[config.mk]
export PLATFORM = sky130hd
export DESIGN_NAME = i2c_target_rx
export DESIGN_NICKNAME = d
export VERILOG_FILES = /design/src/rtl/i2c_target_rx.sv
export SDC_FILE = /design/constraint.sdc
export NUM_CORES = 1
export LEC_CHECK = 0
export BUFFER_PORTS_ARGS = -buffer_cell sky130_fd_sc_hd__buf_2
export CORE_UTILIZATION = 49
export CTS_CLUSTER_DIAMETER = 80
export DETAILED_ROUTE_END_ITERATION = 16
export PLACE_DENSITY = 0.77
export REMOVE_ABC_BUFFERS = 1
export SYNTH_ARGS = -nofsm -noshare
export SYNTH_HDL_FRONTEND = slang
export SYNTH_SLANG_ARGS = --single-unit
[constraint.sdc]
create_clock -name clk -period 2 [get_ports clk]
set_clock_uncertainty 0.1 [all_clocks]
set_input_delay 0.4 -clock clk [delete_from_list [all_inputs] [get_ports clk]]
set_output_delay 0.4 -clock clk [all_outputs]
set_load 0.01 [all_outputs]
[src/rtl/i2c_target_rx.sv]
// i2c_target_rx: write-only I2C target receiver.
// Oversamples SCL/SDA on clk, detects START/STOP, ACKs writes addressed to
// DEV_ADDR and strobes each received data byte out on rx_valid. SDA is
// open-drain: the block can only pull it low through sda_oe.
module i2c_target_rx #(
    parameter logic [6:0] DEV_ADDR    = 7'h50,
    parameter int         SYNC_STAGES = 2
) (
    input  logic       clk,
    input  logic       reset,
    input  logic       scl_in,
    input  logic       sda_in,
    output logic       sda_oe,
    output logic [7:0] rx_data,
    output logic       rx_valid,
    output logic       addr_hit,
    output logic       busy
);

    // A single-flop synchroniser is never safe, so depth is clamped to 2.
    localparam int SYNC_N = (SYNC_STAGES < 2) ? 2 : SYNC_STAGES;

    typedef enum logic [2:0] {
        S_IDLE,
        S_ADDR,
        S_ACK_ADDR,
        S_DATA,
        S_ACK_DATA,
        S_IGNORE
    } state_t;

    logic [SYNC_N-1:0] scl_sync_q;
    logic [SYNC_N-1:0] sda_sync_q;
    logic              scl_d_q;
    logic              sda_d_q;

    state_t            state_q;
    logic              sda_oe_q;
    logic [7:0]        rx_data_q;
    logic              rx_valid_q;
    logic              addr_hit_q;
    logic [7:0]        shift_q;
    logic [2:0]        bit_cnt_q;
    logic              byte_done_q;

    logic              scl;
    logic              sda;
    logic              scl_rise;
    logic              scl_fall;
    logic              start_ev;
    logic              stop_ev;
    logic [7:0]        shift_nxt;
    logic              addr_match;

    assign scl       = scl_sync_q[SYNC_N-1];
    assign sda       = sda_sync_q[SYNC_N-1];

    assign scl_rise  = scl & ~scl_d_q;
    assign scl_fall  = ~scl & scl_d_q;
    assign start_ev  = scl & scl_d_q & sda_d_q & ~sda;
    assign stop_ev   = scl & scl_d_q & ~sda_d_q & sda;

    assign shift_nxt  = {shift_q[6:0], sda};
    assign addr_match = (shift_nxt[7:1] == DEV_ADDR) && !shift_nxt[0];

    // Synchronisers plus one history flop; reset to the idle-bus level so
    // leaving reset on an idle bus produces no spurious events.
    always_ff @(posedge clk) begin
        if (reset) begin
            scl_sync_q <= '1;
            sda_sync_q <= '1;
            scl_d_q    <= 1'b1;
            sda_d_q    <= 1'b1;
        end else begin
            scl_sync_q <= {scl_sync_q[SYNC_N-2:0], scl_in};
            sda_sync_q <= {sda_sync_q[SYNC_N-2:0], sda_in};
            scl_d_q    <= scl;
            sda_d_q    <= sda;
        end
    end

    // Protocol FSM. START/STOP override everything; sda_oe only ever
    // changes on an SCL fall so our own ACK cannot look like START/STOP.
    // In the ACK states sda_oe_q doubles as the "ACK already driven" flag:
    // the first fall drives the ACK, the second fall releases it.
    always_ff @(posedge clk) begin
        if (reset) begin
            state_q     <= S_IDLE;
            sda_oe_q    <= 1'b0;
            rx_data_q   <= 8'h00;
            rx_valid_q  <= 1'b0;
            addr_hit_q  <= 1'b0;
            shift_q     <= 8'h00;
            bit_cnt_q   <= 3'd0;
            byte_done_q <= 1'b0;
        end else begin
            rx_valid_q <= 1'b0;
            if (start_ev || stop_ev) begin
                sda_oe_q    <= 1'b0;
                addr_hit_q  <= 1'b0;
                bit_cnt_q   <= 3'd0;
                byte_done_q <= 1'b0;
                state_q     <= start_ev ? S_ADDR : S_IDLE;
            end else begin
                case (state_q)
                    S_IDLE: begin
                    end
                    S_ADDR: begin
                        if (scl_rise) begin
                            shift_q   <= shift_nxt;
                            bit_cnt_q <= bit_cnt_q + 3'd1;
                            if (bit_cnt_q == 3'd7) begin
                                state_q <= addr_match ? S_ACK_ADDR : S_IGNORE;
                            end
                        end
                    end
                    S_ACK_ADDR: begin
                        if (scl_fall) begin
                            if (!sda_oe_q) begin
                                sda_oe_q   <= 1'b1;
                                addr_hit_q <= 1'b1;
                            end else begin
                                sda_oe_q  <= 1'b0;
                                bit_cnt_q <= 3'd0;
                                state_q   <= S_DATA;
                            end
                        end
                    end
                    S_DATA: begin
                        if (byte_done_q) begin
                            rx_data_q   <= shift_q;
                            rx_valid_q  <= 1'b1;
                            byte_done_q <= 1'b0;
                            state_q     <= S_ACK_DATA;
                        end else if (scl_rise) begin
                            shift_q   <= shift_nxt;
                            bit_cnt_q <= bit_cnt_q + 3'd1;
                            if (bit_cnt_q == 3'd7) begin
                                byte_done_q <= 1'b1;
                            end
                        end
                    end
                    S_ACK_DATA: begin
                        if (scl_fall) begin
                            if (!sda_oe_q) begin
                                sda_oe_q <= 1'b1;
                            end else begin
                                sda_oe_q  <= 1'b0;
                                bit_cnt_q <= 3'd0;
                                state_q   <= S_DATA;
                            end
                        end
                    end
                    S_IGNORE: begin
                    end
                    default: begin
                        state_q <= S_IDLE;
                    end
                endcase
            end
        end
    end

    assign sda_oe   = sda_oe_q;
    assign rx_data  = rx_data_q;
    assign rx_valid = rx_valid_q;
    assign addr_hit = addr_hit_q;
    assign busy     = (state_q != S_IDLE);

endmodule

==> impl_metrics.json, run 1 <==
{
  "status": "completed",
  "grt_max_degree": 16,
  "numCtsBuffers": 5,
  "antenna_cells": 0,
  "required_ps": 1500,
  "grt_pass1_wl_mm": 4.06,
  "drcViolationCount": 0,
  "synth_top_area_share_pct": 46.9,
  "whs_endpoint": "scl_sync_q[0]",
  "final_util_pct": 60.5,
  "r2r_start": "state_q[0]",
  "fillerInstances": 235,
  "htree_num_levels": 2,
  "post_drt_wl_per_cell_um": 13.0,
  "path_class": "reg2out",
  "ios": 16,
  "rows": 18,
  "syn_area_um2": 1370,
  "slew_viol_final": 0,
  "period_share_pct": 90.7,
  "area_delta_synth_final_pct": 12.7,
  "postCtsSetupBuffers": 0,
  "wl_met2_mm": 1.16,
  "ys.flop_type": "dfxtp_1",
  "post_cts_resized": 0,
  "overflow": 0,
  "powerDensity_nw_per_um2": 768,
  "highest_layer": "met4",
  "end_kind": "output port",
  "min_path_type": "in2reg",
  "die_y_um": 54.8,
  "grt_pass1_vias": 921,
  "drt_iter0_markers": 22,
  "cts_tree": "yes",
  "clkTransAtPathRegs_ps": 100,
  "io_buffers": 15,
  "yosysSeqAreaShare_pct": 46.9,
  "wl_met1_mm": 1.23,
  "rsz0062_at_grt": "false",
  "avgSynthCellArea_um2": 9.05,
  "fp.dieW_um": 54.8,
  "ys.warnings.count": 0,
  "period_needed_ps": 1810,
  "clockBufferDepth": 2,
  "postRouteAntennaNets": 0,
  "reg2reg_depth": 5,
  "wl_met3_um": 157,
  "wl_mm": 2.60,
  "path_max_fanout": 14,
  "vias": 1091,
  "worst_pin_slew_ps": 676,
  "final_nets": 175,
  "synth_commonest_cells": "32 x dfxtp_1, 24 x nand2_1, 14 x a21oi_1, 14 x nor2_1, 8 x mux2i_1",
  "gp_congestion": 0.851,
  "hold_depth": 2,
  "setup_viol": 0,
  "critPathLaunchType": "register",
  "drive_above_1_share_pct": 21.2,
  "yosysTopAreaCell": "dfxtp_1",
  "holdBufCountCts": 0,
  "viasPerCell": 5.46,
  "synth.area.top_cells": "dfxtp_1 47%, nand2_1 6.6%, mux2i_1 5.9%, a21oi_1 5.1%, nor2_1 3.8%",
  "synth_cell_types": 40,
  "ir_drop_mv": 0.622,
  "finalHoldViolCount": 0,
  "dieArea_um2": 3000,
  "rr_endpoint": "shift_q[0]",
  "dp_hpwl_mm": 1.77,
  "clock_latency_ps": 340,
  "core_um2": 2540,
  "first_pass_iters": 4,
  "ys_ff_latch": 32,
  "async_reset_ff_share_pct": 0,
  "grt.total_usage_pct": 20.3,
  "p_leak_nw": 0.665,
  "arrival_ps": 1310,
  "timing.setup.tns_ps": 0,
  "slew_headroom_pct": 54.9,
  "drv_cap": 0,
  "start_util_pct": 53.7,
  "antenna_found_initial": 0,
  "cts.sink_count": 32,
  "max_freq_ghz": 0.551,
  "hp-start": "scl_in",
  "reg2reg_slack_ps": 210,
  "yosysMostFrequentCell": "dfxtp_1",
  "synth-edff-count": 0,
  "postSynthCellCount": 151,
  "cts-root-buf": "clkbuf_4"
}
-- sequential cells by signal, summed over array words and instances (netlist names) --
signal       cells
scl_d_q          1
rx_data          8
scl_sync_q       2
state_q          3
bit_cnt_q        3
rx_valid         1
sda_oe           1
sda_sync_q       2
sda_d_q          1
shift_q          8
byte_done_q      1
addr_hit         1
-- per-stage QoR --
| stage | total power, W | instances | instance area [µm²] | setup WS, ps | hold slack, ps |
|---|---|---|---|---|---|
| after global placement | 0.000711 | 192 | 1460 | 284 | 292 |
| final | 0.00118 | 200 | 1540 | 186 | 144 |
| after detailed placement | 0.000712 | 192 | 1460 | 270 | 295 |
| after floorplan | 0.000693 | 144 | 1330 | 247 | 289 |
| after CTS | 0.00119 | 200 | 1540 | 181 | 134 |
| after global routing | 0.00122 | 200 | 1540 | 91.8 | 118 |
-- layer usage --
layer	GRT usage (%)	vias up
met5	0	-
met4	10.7	0
met3	9.17	5
met2	29.9	31
met1	24.5	489
li1	-	566
-- layout by cell type, fill, tap and decap left out, types with 2 or more instances in the layout --
master	n
dfxtp_1	32
nand2_1	24
buf_2	15
nor2_1	14
a21oi_1	14
mux2i_1	8
or2_2	7
nor2b_1	5
clkbuf_4	5
a211oi_1	4
nand3b_1	3
xnor2_1	3
buf_4	3
or3_1	2
o22ai_1	2
ha_1	2
-- power by group --
group	switching (W)	internal (W)
registers	0.00000803	0.000643
clock network	0.000223	0.000262
logic	0.0000274	0.0000193
total	0.000259	0.000925
-- cells by family after synthesis --
group,Yosys count,synth area share [%]
and+or+nand+nor,66,24.6
AOI/OAI and AO/OA,32,15.8
DFF,32,46.9
buffers and inverters,8,3.02
muxes,8,5.86
xor gates and xnor gates,3,1.92
adders and majority gates,2,1.83
-- critical path, cell delays in order (launching register included) --
cell and delay [ps]:
dfxtp_1 440, or3_1 400, buf_2 140
-- layout make-up --
cell class	count	area [µm²]	area share, %
repair buffers	18	97.6	6.34
multi-input cells	111	684	44.4
clock buffers	6	41.3	2.68
flip-flops and latches	32	641	41.6
clock inverters	2	35.0	2.27
inverters	1	3.75	0.244
well taps	30	37.5	2.44
-- worst max-delay path by stage --
stage                          start          to  slack [ps]  depth (start not counted)
after CTS                 state_q[0]        busy         180                          2
after detailed placement  state_q[0]  state_q[0]         270                          4
final                     state_q[0]        busy         190                          2
after global placement    state_q[1]  state_q[1]         280                          4
after floorplan           state_q[0]  rx_data[0]         250                          4
after global routing      state_q[0]  shift_q[3]          90                          5
Note: power is estimated with default switching activity, not from simulation.
==> run 2, diff against run 1 <==
--- a/config.mk
+++ b/config.mk
@@ -6,6 +6,7 @@
 export NUM_CORES = 1
 export LEC_CHECK = 0
 export BUFFER_PORTS_ARGS = -buffer_cell sky130_fd_sc_hd__buf_2
+export CORE_MARGIN = 4
 export CORE_UTILIZATION = 49
 export CTS_CLUSTER_DIAMETER = 80
 export DETAILED_ROUTE_END_ITERATION = 16
==> constraint.sdc (replaced) <==
create_clock -name clk -period 1.7 [get_ports clk]
set_clock_uncertainty 0.1 [all_clocks]
set_input_delay 0.34 -clock clk [delete_from_list [all_inputs] [get_ports clk]]
set_output_delay 0.34 -clock clk [all_outputs]
set_load 0.01 [all_outputs]
==> run 2 against run 1 <==
Sequential share of layout area is 2.5 points lower. Cell count is 4.0% higher. Register-to-register slack worse by 150 ps. Global-route usage is 2.8 points lower. Power is 25% higher. Cell area is 8.3% higher. Count of clock-buffer cells in the layout is 1 higher. Hold slack worse by 54 ps.
==> impl_metrics.json, run 2 (synthesis results as in run 1) <==
{
  "drive_above_1_share_pct": 32.0,
  "cts-root-buf": "clkbuf_4",
  "clock_latency_ps": 330,
  "dp_hpwl_mm": 1.92,
  "finalHoldViolCount": 0,
  "rsz0062_at_grt": "false",
  "setup_viol": 0,
  "period_share_pct": 96.7,
  "path_class": "reg2out",
  "max_freq_ghz": 0.608,
  "min_path_type": "in2reg",
  "drv_cap": 0,
  "overflow": 0,
  "clockBufferDepth": 2,
  "reg2reg_slack_ps": 60,
  "final_util_pct": 65.0,
  "ir_drop_mv": 0.661,
  "gp_congestion": 0.801,
  "arrival_ps": 1200,
  "p_leak_nw": 0.714,
  "grt_pass1_vias": 1037,
  "drcViolationCount": 0,
  "area_delta_synth_final_pct": 22.1,
  "final_nets": 183,
  "whs_endpoint": "sda_sync_q[0]",
  "critPathLaunchType": "register",
  "final_common_cell": "dfxtp_1",
  "vias": 1163,
  "viasPerCell": 5.59,
  "worst_pin_slew_ps": 541,
  "grt.total_usage_pct": 17.6,
  "numCtsBuffers": 5,
  "postRouteAntennaNets": 0,
  "core_um2": 2570,
  "path_max_fanout": 11,
  "hold-worst-slack_ps": 89.9,
  "end_kind": "output port",
  "first_pass_iters": 5,
  "required_ps": 1260,
  "powerDensity_nw_per_um2": 886,
  "reg2reg_depth": 4,
  "final_cell_mix": "27 x dfxtp_1, 24 x nand2_1, 15 x buf_2, 14 x nor2_1, 14 x a21oi_1",
  "fin_cells": 208,
  "pre_cts_slack_ps": 7.27,
  "ios": 16,
  "fin_ws_ps": 55.7,
  "drt_iter0_markers": 54,
  "cts.sink_count": 32,
  "clkTransAtPathRegs_ps": 90,
  "slew_viol_final": 0,
  "fillerInstances": 212,
  "grt_max_degree": 16,
  "io_buffers": 15,
  "fp.dieW_um": 60.8,
  "antenna_found_initial": 0,
  "hold_depth": 2,
  "multiInputGateArea_um2": 722,
  "grt_pass1_wl_mm": 4.71,
  "r2r_start": "sda_sync_q[1]",
  "period_needed_ps": 1640,
  "die_y_um": 60.8,
  "placed_cells": 197,
  "rr_endpoint": "state_q[1]",
  "slew_headroom_pct": 63.6,
  "final-seq-area_um2": 652,
  "status": "completed",
  "hp-start": "sda_in",
  "cts_tree": "yes",
  "dieArea_um2": 3700,
  "rows": 18,
  "htree_num_levels": 2,
  "start_util_pct": 53.2,
  "antenna_cells": 0,
  "wl_mm": 2.90,
  "post_drt_wl_per_cell_um": 14.0
}
run 2: metrics by stage:
step | TNS, ps | instance area, µm² | power (W)
global route | 0 | 1670 | 0.00153
CTS | 0 | 1630 | 0.00149
floorplan | -421 | 1330 | 0.000815
global placement | 0 | 1500 | 0.000843
finish | 0 | 1670 | 0.00148
detailed placement | 0 | 1500 | 0.000846
run 2: power by group:
| group | internal (W) | switching, W |
|---|---|---|
| Combinational | 0.0000319 | 0.0000422 |
| Clock | 0.000390 | 0.000254 |
| Sequential | 0.000755 | 0.00000534 |
| Total | 0.00118 | 0.000301 |
run 2: area by class of cell:
class | instances | share of cell area [%]
clock buffers | 7 | 3.90
multi-input cells | 111 | 43.3
repair buffers | 26 | 9.45
inverters | 1 | 0.225
flip-flops and latches | 32 | 39.1
clock inverters | 1 | 1.80
well taps | 30 | 2.25
run 2: worst max path at each step:
stage                      end          from  slack [ps]
floorplan           rx_data[0]    state_q[0]         -50
global route              busy    state_q[1]           7
CTS                 state_q[1]    state_q[1]           3
detailed placement  state_q[0]    state_q[0]           7
global placement    state_q[1]  bit_cnt_q[0]          60
finish                    busy    state_q[1]          60
run 2: layer usage:
layer  part of all wire [%]  global-route usage [%]
met5                      0                       0
met1                     46                    22.7
met3                    6.0                    6.17
met4                    1.4                    8.67
met2                     47                    26.0
run 2: repair_timing:
item / 4_1_cts / 5_1_grt
hold buffers: 0 / 0
endpoints found under the setup margin: 4 / 19
pin swaps: 1 / 3
buffers inserted: 3 / 1
gates resized for setup: 5 / 11
run 2: critical path: stages (launching register included):
cell and delay, ps:
dfxtp_2 390, or3_1 350, buf_2 140
==> run 3, diff against run 2 <==
--- a/config.mk
+++ b/config.mk
@@ -10,8 +10,10 @@
 export CORE_UTILIZATION = 49
 export CTS_CLUSTER_DIAMETER = 80
 export DETAILED_ROUTE_END_ITERATION = 16
+export GPL_TIMING_DRIVEN = 0
 export PLACE_DENSITY = 0.77
 export REMOVE_ABC_BUFFERS = 1
+export SLEW_MARGIN = 20
 export SYNTH_ARGS = -nofsm -noshare
 export SYNTH_HDL_FRONTEND = slang
 export SYNTH_SLANG_ARGS = --single-unit
==> constraint.sdc (replaced) <==
create_clock -name clk -period 1.85 [get_ports clk]
set_clock_uncertainty 0.1 [all_clocks]
set_input_delay 0.37 -clock clk [delete_from_list [all_inputs] [get_ports clk]]
set_output_delay 0.37 -clock clk [all_outputs]
set_load 0.01 [all_outputs]
==> run 3 against run 2 <==
Setup slack improved by 41 ps. Sequential cell count unchanged. Sequential share of layout area increased by 3.0 points. Routed wire length decreased by 5.4%.
==> impl_metrics.json, run 3 (synthesis results as in run 1) <==
{
  "crit_chain": "ha_1 > ha_1 > nand3b_1 > o22ai_2 > or4b_4 > o21ai_2",
  "p_leak_nw": 0.646,
  "numCtsBuffers": 5,
  "slowest_stage": "or4b_4",
  "core_um2": 2570,
  "post_drt_wl_per_cell_um": 13.9,
  "htree_num_levels": 2,
  "cts_tree": "yes",
  "fp.dieW_um": 60.8,
  "powerDensity_nw_per_um2": 755,
  "final_cell_mix": "30 x dfxtp_1, 24 x nand2_1, 15 x buf_2, 14 x nor2_1, 14 x a21oi_1",
  "antenna_found_initial": 0,
  "postCtsSetupBuffers": 0,
  "area_delta_synth_final_pct": 11.8,
  "placed_cells": 189,
  "rows": 18,
  "slew_viol_final": 0,
  "cts-root-buf": "clkbuf_4",
  "period_needed_ps": 1750,
  "critPathMostFrequentCell": "ha_1",
  "path_max_fanout": 4,
  "arrival_ps": 1930,
  "vias": 1123,
  "grt_pass1_wl_mm": 4.82,
  "clkTransAtPathRegs_ps": 100,
  "required_ps": 2030,
  "final_common_cell": "dfxtp_1",
  "drt_iter0_markers": 38,
  "drcViolationCount": 0,
  "rsz0062_at_grt": "false",
  "min_path_type": "in2reg",
  "postRouteAntennaNets": 0,
  "status": "completed",
  "start_util_pct": 53.2,
  "placed_area_um2": 1440,
  "critPathTopFamily": "simple AND/OR/NAND/NOR gates",
  "setup_viol": 0,
  "end_kind": "register",
  "drive_above_1_share_pct": 24.0,
  "fin_cells": 197,
  "die_y_um": 60.8,
  "clock_latency_ps": 340,
  "dieArea_um2": 3700,
  "grt.total_usage_pct": 18.2,
  "ios": 16,
  "drv_cap": 0,
  "dp_hpwl_mm": 1.80,
  "stdcell_area_um2": 1530,
  "path_class": "reg2reg",
  "clockBufferDepth": 2,
  "io_buffers": 15,
  "max_freq_ghz": 0.571,
  "final_nets": 172,
  "worst_pin_slew_ps": 660,
  "overflow": 0,
  "crit_buf_inv": 0,
  "holdBufCountCts": 0,
  "grt_pass1_vias": 1057,
  "wl_mm": 2.75,
  "critPathLaunchType": "register",
  "worst_path_largest_cell_delay_ps": 510,
  "ir_drop_mv": 0.557,
  "finalHoldViolCount": 0,
  "period_share_pct": 94.7,
  "gp_congestion": 0.792,
  "slew_headroom_pct": 55.9,
  "antenna_cells": 0,
  "grt_max_degree": 27,
  "cts.sink_count": 32,
  "first_pass_iters": 4,
  "viasPerCell": 5.70
}
-- run 3: area by class of cell --
cell class	instances	area, µm²
clock inverters	3	18.8
well taps	30	37.5
inverters	1	3.75
clock buffers	5	37.5
flip-flops and latches	32	643
fillers	247	1040
repair buffers	15	75.1
multi-input cells	111	712
-- run 3: path summary, 6_finish.rpt --
check                      from             to  slack (ps)  cells after the start
setup / recovery   bit_cnt_q[0]     state_q[1]         100                      6
hold / removal           sda_in  sda_sync_q[0]         110                      2
setup reg to reg   bit_cnt_q[0]     state_q[1]         100                      6
hold reg to reg   sda_sync_q[0]  sda_sync_q[1]         320                      1
-- run 3: per-stage QoR --
| step | total power, W | setup TNS, ps | hold WS, ps | util (%) | setup WS (ps) |
|---|---|---|---|---|---|
| 3_3_place_gp | 0.000766 | -1890 | 291 | 56.1 | -233 |
| 4_1_cts | 0.00116 | 0 | 97.2 | 59.2 | 30.0 |
| 6_report | 0.00115 | 0 | 107 | 59.5 | 97.2 |
| 5_1_grt | 0.00121 | 0 | 105 | 59.5 | 10.1 |
| 3_5_place_dp | 0.000769 | -2980 | 294 | 56.1 | -328 |
| 2_1_floorplan | 0.000749 | 0 | 289 | - | 97.4 |
-- run 3: what timing repair did --
item | 4_1_cts | 5_1_grt
gates cloned | 0 | 0
hold endpoints to repair | 0 | 0
endpoints found under the setup margin | 22 | 6
gates resized for setup | 5 | 2
-- run 3: layer usage --
layer  up-vias  global-route usage [%]  share of wire, %
met4         0                    12.1               2.8
met3         9                    4.47               4.7
li1        559                       -                 -
met1       525                    22.0                45
met5         -                       0                 0
met2        30                    28.7                47
-- run 3: power breakdown --
group	internal [W]	switching (W)	total, W
logic	0.0000204	0.0000324	0.0000528
clock network	0.000145	0.000250	0.000395
registers	0.000696	0.00000945	0.000705
